**config.mk**
```make
export PLATFORM = sky130hd
export DESIGN_NAME = bcd_signo_serial
export DESIGN_NICKNAME = d
export VERILOG_FILES = /design/src/rtl/bcd_signo_serial.sv
export SDC_FILE = /design/constraint.sdc
export NUM_CORES = 1
export LEC_CHECK = 0
export CAP_MARGIN = 15
export CORE_MARGIN = 1
export CORE_UTILIZATION = 49
export CTS_CLUSTER_DIAMETER = 150
export DETAILED_ROUTE_END_ITERATION = 16
export GPL_ROUTABILITY_DRIVEN = 0
export HOLD_SLACK_MARGIN = 0.1
export PLACE_DENSITY = 0.83
export SLEW_MARGIN = 30
export SYNTH_ARGS = -nofsm -noshare
export SYNTH_HDL_FRONTEND = slang
export SYNTH_SLANG_ARGS = --single-unit
```
**constraint.sdc**
```tcl
create_clock -name clk -period 1.4 [get_ports clk]
set_input_delay 0.28 -clock clk [delete_from_list [all_inputs] [get_ports clk]]
set_output_delay 0.28 -clock clk [all_outputs]
set_load 0.05 [all_outputs]
```
**src/rtl/bcd_signo_serial.sv**
```systemverilog
// Signed two's-complement to sign + BCD converter.
// Uses a serial shift-add-3 (double dabble) loop, one input bit per clock.
// The bcd and signo outputs are registered and change only when a conversion
// completes or on reset. The display scanner therefore never sees a partial value.
module bcd_signo_serial #(
    parameter int IN_W = 9,
    parameter int ND   = 3
) (
    input  logic            clk,
    input  logic            rst,
    input  logic            start,
    input  logic [IN_W-1:0] resultado,
    output logic            busy,
    output logic            done,
    output logic            signo,
    output logic [4*ND-1:0] bcd
);

    localparam int CW = $clog2(IN_W + 1);

    localparam logic [1:0] IDLE  = 2'd0;
    localparam logic [1:0] SHIFT = 2'd1;
    localparam logic [1:0] DONE  = 2'd2;

    // cnt_reg holds this value during the final shift iteration.
    localparam logic [CW-1:0] LAST_ITER = CW'(IN_W - 1);

    logic [1:0]      state_reg;
    logic [IN_W-1:0] mag_reg;
    logic [4*ND-1:0] scratch_reg;
    logic [4*ND-1:0] adj;
    logic [CW-1:0]   cnt_reg;
    logic            signo_int_reg;

    // Add 3 to every BCD nibble that is 5 or more. All nibbles are
    // adjusted in parallel before each shift.
    genvar gi;
    generate
        for (gi = 0; gi < ND; gi++) begin : g_adj
            assign adj[4*gi +: 4] = (scratch_reg[4*gi +: 4] >= 4'd5)
                                  ? scratch_reg[4*gi +: 4] + 4'd3
                                  : scratch_reg[4*gi +: 4];
        end
    endgenerate

    // Conversion FSM: IDLE accepts a value, SHIFT runs IN_W iterations,
    // and DONE publishes the result.
    always_ff @(posedge clk or posedge rst) begin
        if (rst) begin
            state_reg     <= IDLE;
            mag_reg       <= '0;
            scratch_reg   <= '0;
            cnt_reg       <= '0;
            signo_int_reg <= 1'b0;
            busy          <= 1'b0;
            done          <= 1'b0;
            signo         <= 1'b0;
            bcd           <= '0;
        end else begin
            done <= 1'b0;
            case (state_reg)
                IDLE: begin
                    if (start) begin
                        signo_int_reg <= resultado[IN_W-1];
                        // Negating the most negative value gives 2^(IN_W-1).
                        // Read as unsigned, that is exactly the magnitude.
                        mag_reg       <= resultado[IN_W-1] ? -resultado : resultado;
                        scratch_reg   <= '0;
                        cnt_reg       <= '0;
                        busy          <= 1'b1;
                        state_reg     <= SHIFT;
                    end
                end
                SHIFT: begin
                    // {scratch, mag} acts as a circular shift register.
                    // The bit that wraps into mag is always 0 because
                    // 10^ND > 2^(IN_W-1), and it lands in a position
                    // that is never consumed.
                    scratch_reg <= {adj[4*ND-2:0], mag_reg[IN_W-1]};
                    mag_reg     <= {mag_reg[IN_W-2:0], adj[4*ND-1]};
                    cnt_reg     <= cnt_reg + CW'(1);
                    if (cnt_reg == LAST_ITER) begin
                        state_reg <= DONE;
                    end
                end
                DONE: begin
                    bcd       <= scratch_reg;
                    signo     <= signo_int_reg;
                    done      <= 1'b1;
                    busy      <= 1'b0;
                    state_reg <= IDLE;
                end
                default: begin
                    busy      <= 1'b0;
                    state_reg <= IDLE;
                end
            endcase
        end
    end

endmodule

```
## After elaboration in Yosys (flattened, before gate mapping)

Index checks and enable logic that the tools add are counted.

- Logic and storage cells: 45
- Output and inout bits: 15
- Input bits: 12
- Bits in registers: 43

- Add/sub/neg operators: 5
- Bitwise gates (word level): 1
- Eq/ne operators: 5
- Reductions and logical operators: 6
- $lt $le $gt $ge: 3
- Muxes and demuxes: 16

Operators by type and width:

| cell | number |
|---|---|
| $pmux W12 S2 | 1 |
| $mux W9 | 2 |
| $pmux W9 S2 | 1 |
| $mux W4 | 4 |
| $add A4 B2 Y4 const B | 3 |
| $ge A4 B3 Y1 const B | 3 |
| $mux W12 | 1 |
| $neg A9 Y9 | 1 |
| $pmux W4 S2 | 1 |
| $reduce_and A2 Y1 | 4 |
| $add A4 B1 Y4 const B | 1 |
| $eq A4 B4 Y1 const B | 1 |
| $mux W2 | 2 |
| $ne A2 B2 Y1 const B | 2 |
| $pmux W2 S2 | 1 |
| $eq A2 B1 Y1 const B | 1 |
| $eq A2 B2 Y1 const B | 1 |
| $logic_not A2 Y1 | 1 |
| $mux W1 | 2 |
| $pmux W1 S2 | 1 |
| $reduce_bool A2 Y1 | 1 |
| $not A1 Y1 | 1 |

## Logic depth before layout (Yosys ltp)

- Word-level depth: 4
- Gate-level depth with buffers: 6
- Depth with buffers taken out: 6

## Worst setup path before layout

No wires, ideal clock.

- Path kind: register to register
- Start point: register scratch_reg[0]
- End point: register scratch_reg[2]
- Period minus slack after synthesis: 1,514 ps
- Library setup time: 83 ps
- Arrival time: 1,432 ps
- Path slack: -114 ps
- Cell stages (with the launch flop): 7
- Path buffers: 0
- Data required time: 1,317 ps
- Cell sequence: dfrtp_1 inv_1 ha_1 nand2b_1 a21oi_1 mux2_2 o21ai_0

- Word-level cells in the longest chain between the ends: 3

Ends and longest elaborated chain:

| item | line | text |
|---|---|---|
| from (decl) | 30 | `logic [4*ND-1:0] scratch_reg;` |
| from (signal assigned) | 79 | `scratch_reg <= {adj[4*ND-2:0], mag_reg[IN_W-1]};` |
| $add A4 B2 Y4 / $ge A4 B3 Y1 (equally long branches) | 41, 40 |  |
| $mux W4 (*) | 41 | `? scratch_reg[4*gi +: 4] + 4'd3` |
| $pmux W12 S2 (*) | 61 | `case (state_reg)` |

Every way passes the cells marked *; elsewhere a longest branch is shown, timed or not.
A chain may end at the register's enable or synchronous reset.

## Worst setup path after layout

- Start point: register scratch_reg[9]
- End point: register mag_reg[0]

- Word-level cells in the longest chain between the ends: 3

Ends and longest elaborated chain:

| item | line | text |
|---|---|---|
| $add A4 B2 Y4 / $ge A4 B3 Y1 (equally long branches) | 41, 40 |  |
| $mux W4 (*) | 41 |  |
| $pmux W9 S2 (*) | 61 |  |
| to (signal assigned) | 67 | `mag_reg <= resultado[IN_W-1] ? -resultado : resultado;` |
| to (signal assigned) | 80 | `mag_reg <= {mag_reg[IN_W-2:0], adj[4*ND-1]};` |
| to (decl) | 29 | `logic [IN_W-1:0] mag_reg;` |

Marked as above.

==> results.toml <==
[detailed_routing]
final_antenna_net_count = 0
drt-initial-drc-count = 103
firstDrtPassIters = 4
wirelength_um = 5850
wl_per_cell_um = 17.8
route.detailed.drc = 0
dr_total_vias = 1871
post_drt_via_cell_ratio = 5.70

[synthesis]
synth.largest_area_cell = "dfrtp_1"
synth_edf_count = 0
synthDistinctLibCells = 35
synth_area_per_cell_um2 = 10.5
yosys_warnings = 0
ys_top_cells_by_count = "43 x dfrtp_1, 18 x o21ai_0, 16 x mux2_2, 15 x nand2_1, 12 x inv_1"
synth.area.top_cells = "dfrtp_1 49%, mux2_2 8.3%, ha_1 5.2%"
synth_nets = 228
async_flop_share_pct = 100
synth_top_area_share_pct = 49.4
syn_area_um2 = 2180
synthCells = 207
yosysMostFrequentCell = "dfrtp_1"
synth-main-ff-cell = "dfrtp_1"
yosys_register_bits = 43
ys_seq_area_share_pct = 49.4

[power]
p_seq_share_pct = 30.5
combPwrFrac_pct = 58.1
power_density_nw_per_um2 = 2400
switching_share_pct = 41.4
leakage_nw = 1.49
clockPowerShare_pct = 11.4
power_switching_mw = 3.25
power.internal_mw = 4.61
vdd_drop_max_uv = 1150
p_total_mw = 7.86

[floorplanning]
die_area_um2 = 4710
initial_utilization_pct = 52.5
rows = 23
io_pins = 27
die_w_um = 68.7
core-area_um2 = 4140
die_y_um = 68.7

[min_path]
hp-class = "in -> async"

[layout]
multi_input_area_um2 = 1170
fin_cells = 328
fillers = 245
final_util_pct = 79.1
diodes = 0
finalNetCount = 298
drive_above_1_share_pct = 45.3
register_area_um2 = 1080
syn_to_final_growth_pct = 50.5

[sta]
finalClockSkew_ns = 0.0101
period_needed_ns = 1.47
rsz0062_at_grt = "true"
fin_ws_ns = -0.0721
tns_ns = -0.244
drv_slew = 0
worstMarginPinSlew_ns = 0.337
timing.final.crit_share_pct = 105
max_freq_mhz = 679
finalSetupViolCount = 7
max-slew-margin-rel_pct = 77.6
hold_viol = 0

[clock_network]
clkLatencyLatePin_ns = 0.31
cts_sinks = 43
cts_tree = "built"
h-tree-depth = 2
cts.clk_slew.worst_paths_ns = 0.09
clock-root-buffer = "clkbuf_8"
clockBufferDepth = 2
cts-buffers-inserted = 5
cts_hold_buffers = 0

[run_status]
violations = "setup timing"
status = "finished with violations"

[critical_path]
required_ns = 1.64
worst-path-max-fanout = 3
cp_data_arrival_time_ns = 1.71
r2r_slack_ns = -0.07
critPathLaunchType = "register"
cp-end-kind = "register"
worstSetupPathType = "reg -> reg"

[global_route]
antenna_found_initial = 0
gr-usage-all-layers_pct = 24.9
grt_max_degree = 44
grt_pass1_wl_um = 8250
overflow = 0
grt_pass1_vias = 1788

[placement]
io_buffers = 26
dp_hpwl_um = 3450
placed_cells = 308

[job]
cap_violations = 0
==> cell usage in the layout, fill, tap and decap left out, types with 2 or more instances in the layout <==
master	count
inv_1	6
dfrtp_2	4
a22o_1	3
o21ai_1	11
mux2_2	13
dlygate4sd2_1	2
nor2_1	4
nor2b_1	2
xor2_1	4
a21oi_4	3
nor3b_1	2
o21ai_0	12
ha_4	6
o21ai_2	5
clkbuf_8	7
a22oi_1	6
nand2_1	15
nand2b_4	3
buf_12	17
dlymetal6s2s_1	3
o31ai_1	4
inv_2	6
nand3_1	11
buf_6	2
xnor2_1	7
a21boi_0	2
clkdlybuf4s50_1	6
ha_1	3
nor2_2	3
dfrtp_1	39
a21oi_2	2
mux2_4	3
buf_4	45
==> power groups by stage <==
| stage | clock (mW) | combinational (mW) | sequential (mW) |
|---|---|---|---|
| 4_1_cts | 0.901 | 4.24 | 2.33 |
| 5_1_grt | 0.967 | 4.85 | 2.45 |
| 6_report | 0.898 | 4.56 | 2.39 |
| 3_3_place_gp | 0 | 3.57 | 2.28 |
| 2_1_floorplan | 0 | 1.61 | 2.74 |
| 3_5_place_dp | 0 | 3.74 | 2.34 |
==> cell type report <==
cell class,count,share of cell area (%)
flip-flops and latches,43,33.0
inverters,12,1.37
well taps,50,1.91
multi-input cells,140,35.7
repair buffers,75,24.9
clock inverters,1,0.229
clock buffers,7,2.94
==> cell families (layout without fill, tap and decap cells) <==
family,Yosys count,in the layout,share of synthesized area [%]
fa+ha+maj,9,9,5.17
mux,17,17,8.74
buf+inv,24,95,5.75
xor+xnor,11,11,4.43
flops,43,43,49.4
simple gates,51,51,11.9
compound gates,52,52,14.6
==> metrics by stage <==
| stage | hold slack (ns) | worst slack (ns) | cell area [um^2] |
|---|---|---|---|
| after detailed placement | 0.478 | -0.358 | 2900 |
| after floorplan | 0.440 | -0.0158 | 2210 |
| after global routing | 0.363 | -0.107 | 3280 |
| after global placement | 0.456 | -0.332 | 2900 |
| final | 0.325 | -0.0721 | 3280 |
| after CTS | 0.342 | -0.0423 | 3160 |
==> final timing paths <==
| path | from | end | cells after the start |
|---|---|---|---|
| hold / removal | rst | scratch_reg[7]$_DFFE_PP0P_ | 3 |
| setup reg to reg | scratch_reg[9]$_DFFE_PP0P_ | mag_reg[0]$_DFFE_PP0P_ | 7 |
| min in group clk | resultado[2] | mag_reg[2]$_DFFE_PP0P_ | 4 |
| max in group asynchronous | rst | state_reg[1]$_DFFE_PP0P_ | 3 |
| setup / recovery | scratch_reg[9]$_DFFE_PP0P_ | mag_reg[0]$_DFFE_PP0P_ | 7 |
| hold reg to reg | signo_int_reg$_DFFE_PP0P_ | signo_int_reg$_DFFE_PP0P_ | 2 |
==> per-layer routing <==
layer	up-vias	share of wire, %	GRT usage [%]	routed length [um]
li1	857	-	-	-
met3	15	4.1	6.25	239
met5	-	0	0	0
met4	0	3.0	13.0	175
met2	71	55	42.9	3200
met1	928	38	28.4	2240
==> critical path, cell delays in order (launching register included) <==
cell and delay (ns):
dfrtp_1 0.40, inv_2 0.12, ha_4 0.14, nand2b_4 0.12
a21oi_4 0.07, buf_6 0.13, or3_1 0.32, o21ai_1 0.10
==> repair_timing <==
| item | in CTS | in global routing |
|---|---|---|
| setup buffers | 8 | 4 |
| resized for setup | 24 | 24 |
| pin swaps | 10 | 13 |
| setup endpoints to repair | 10 | 19 |
No activity file was read; power rests on OpenSTA's default activity.
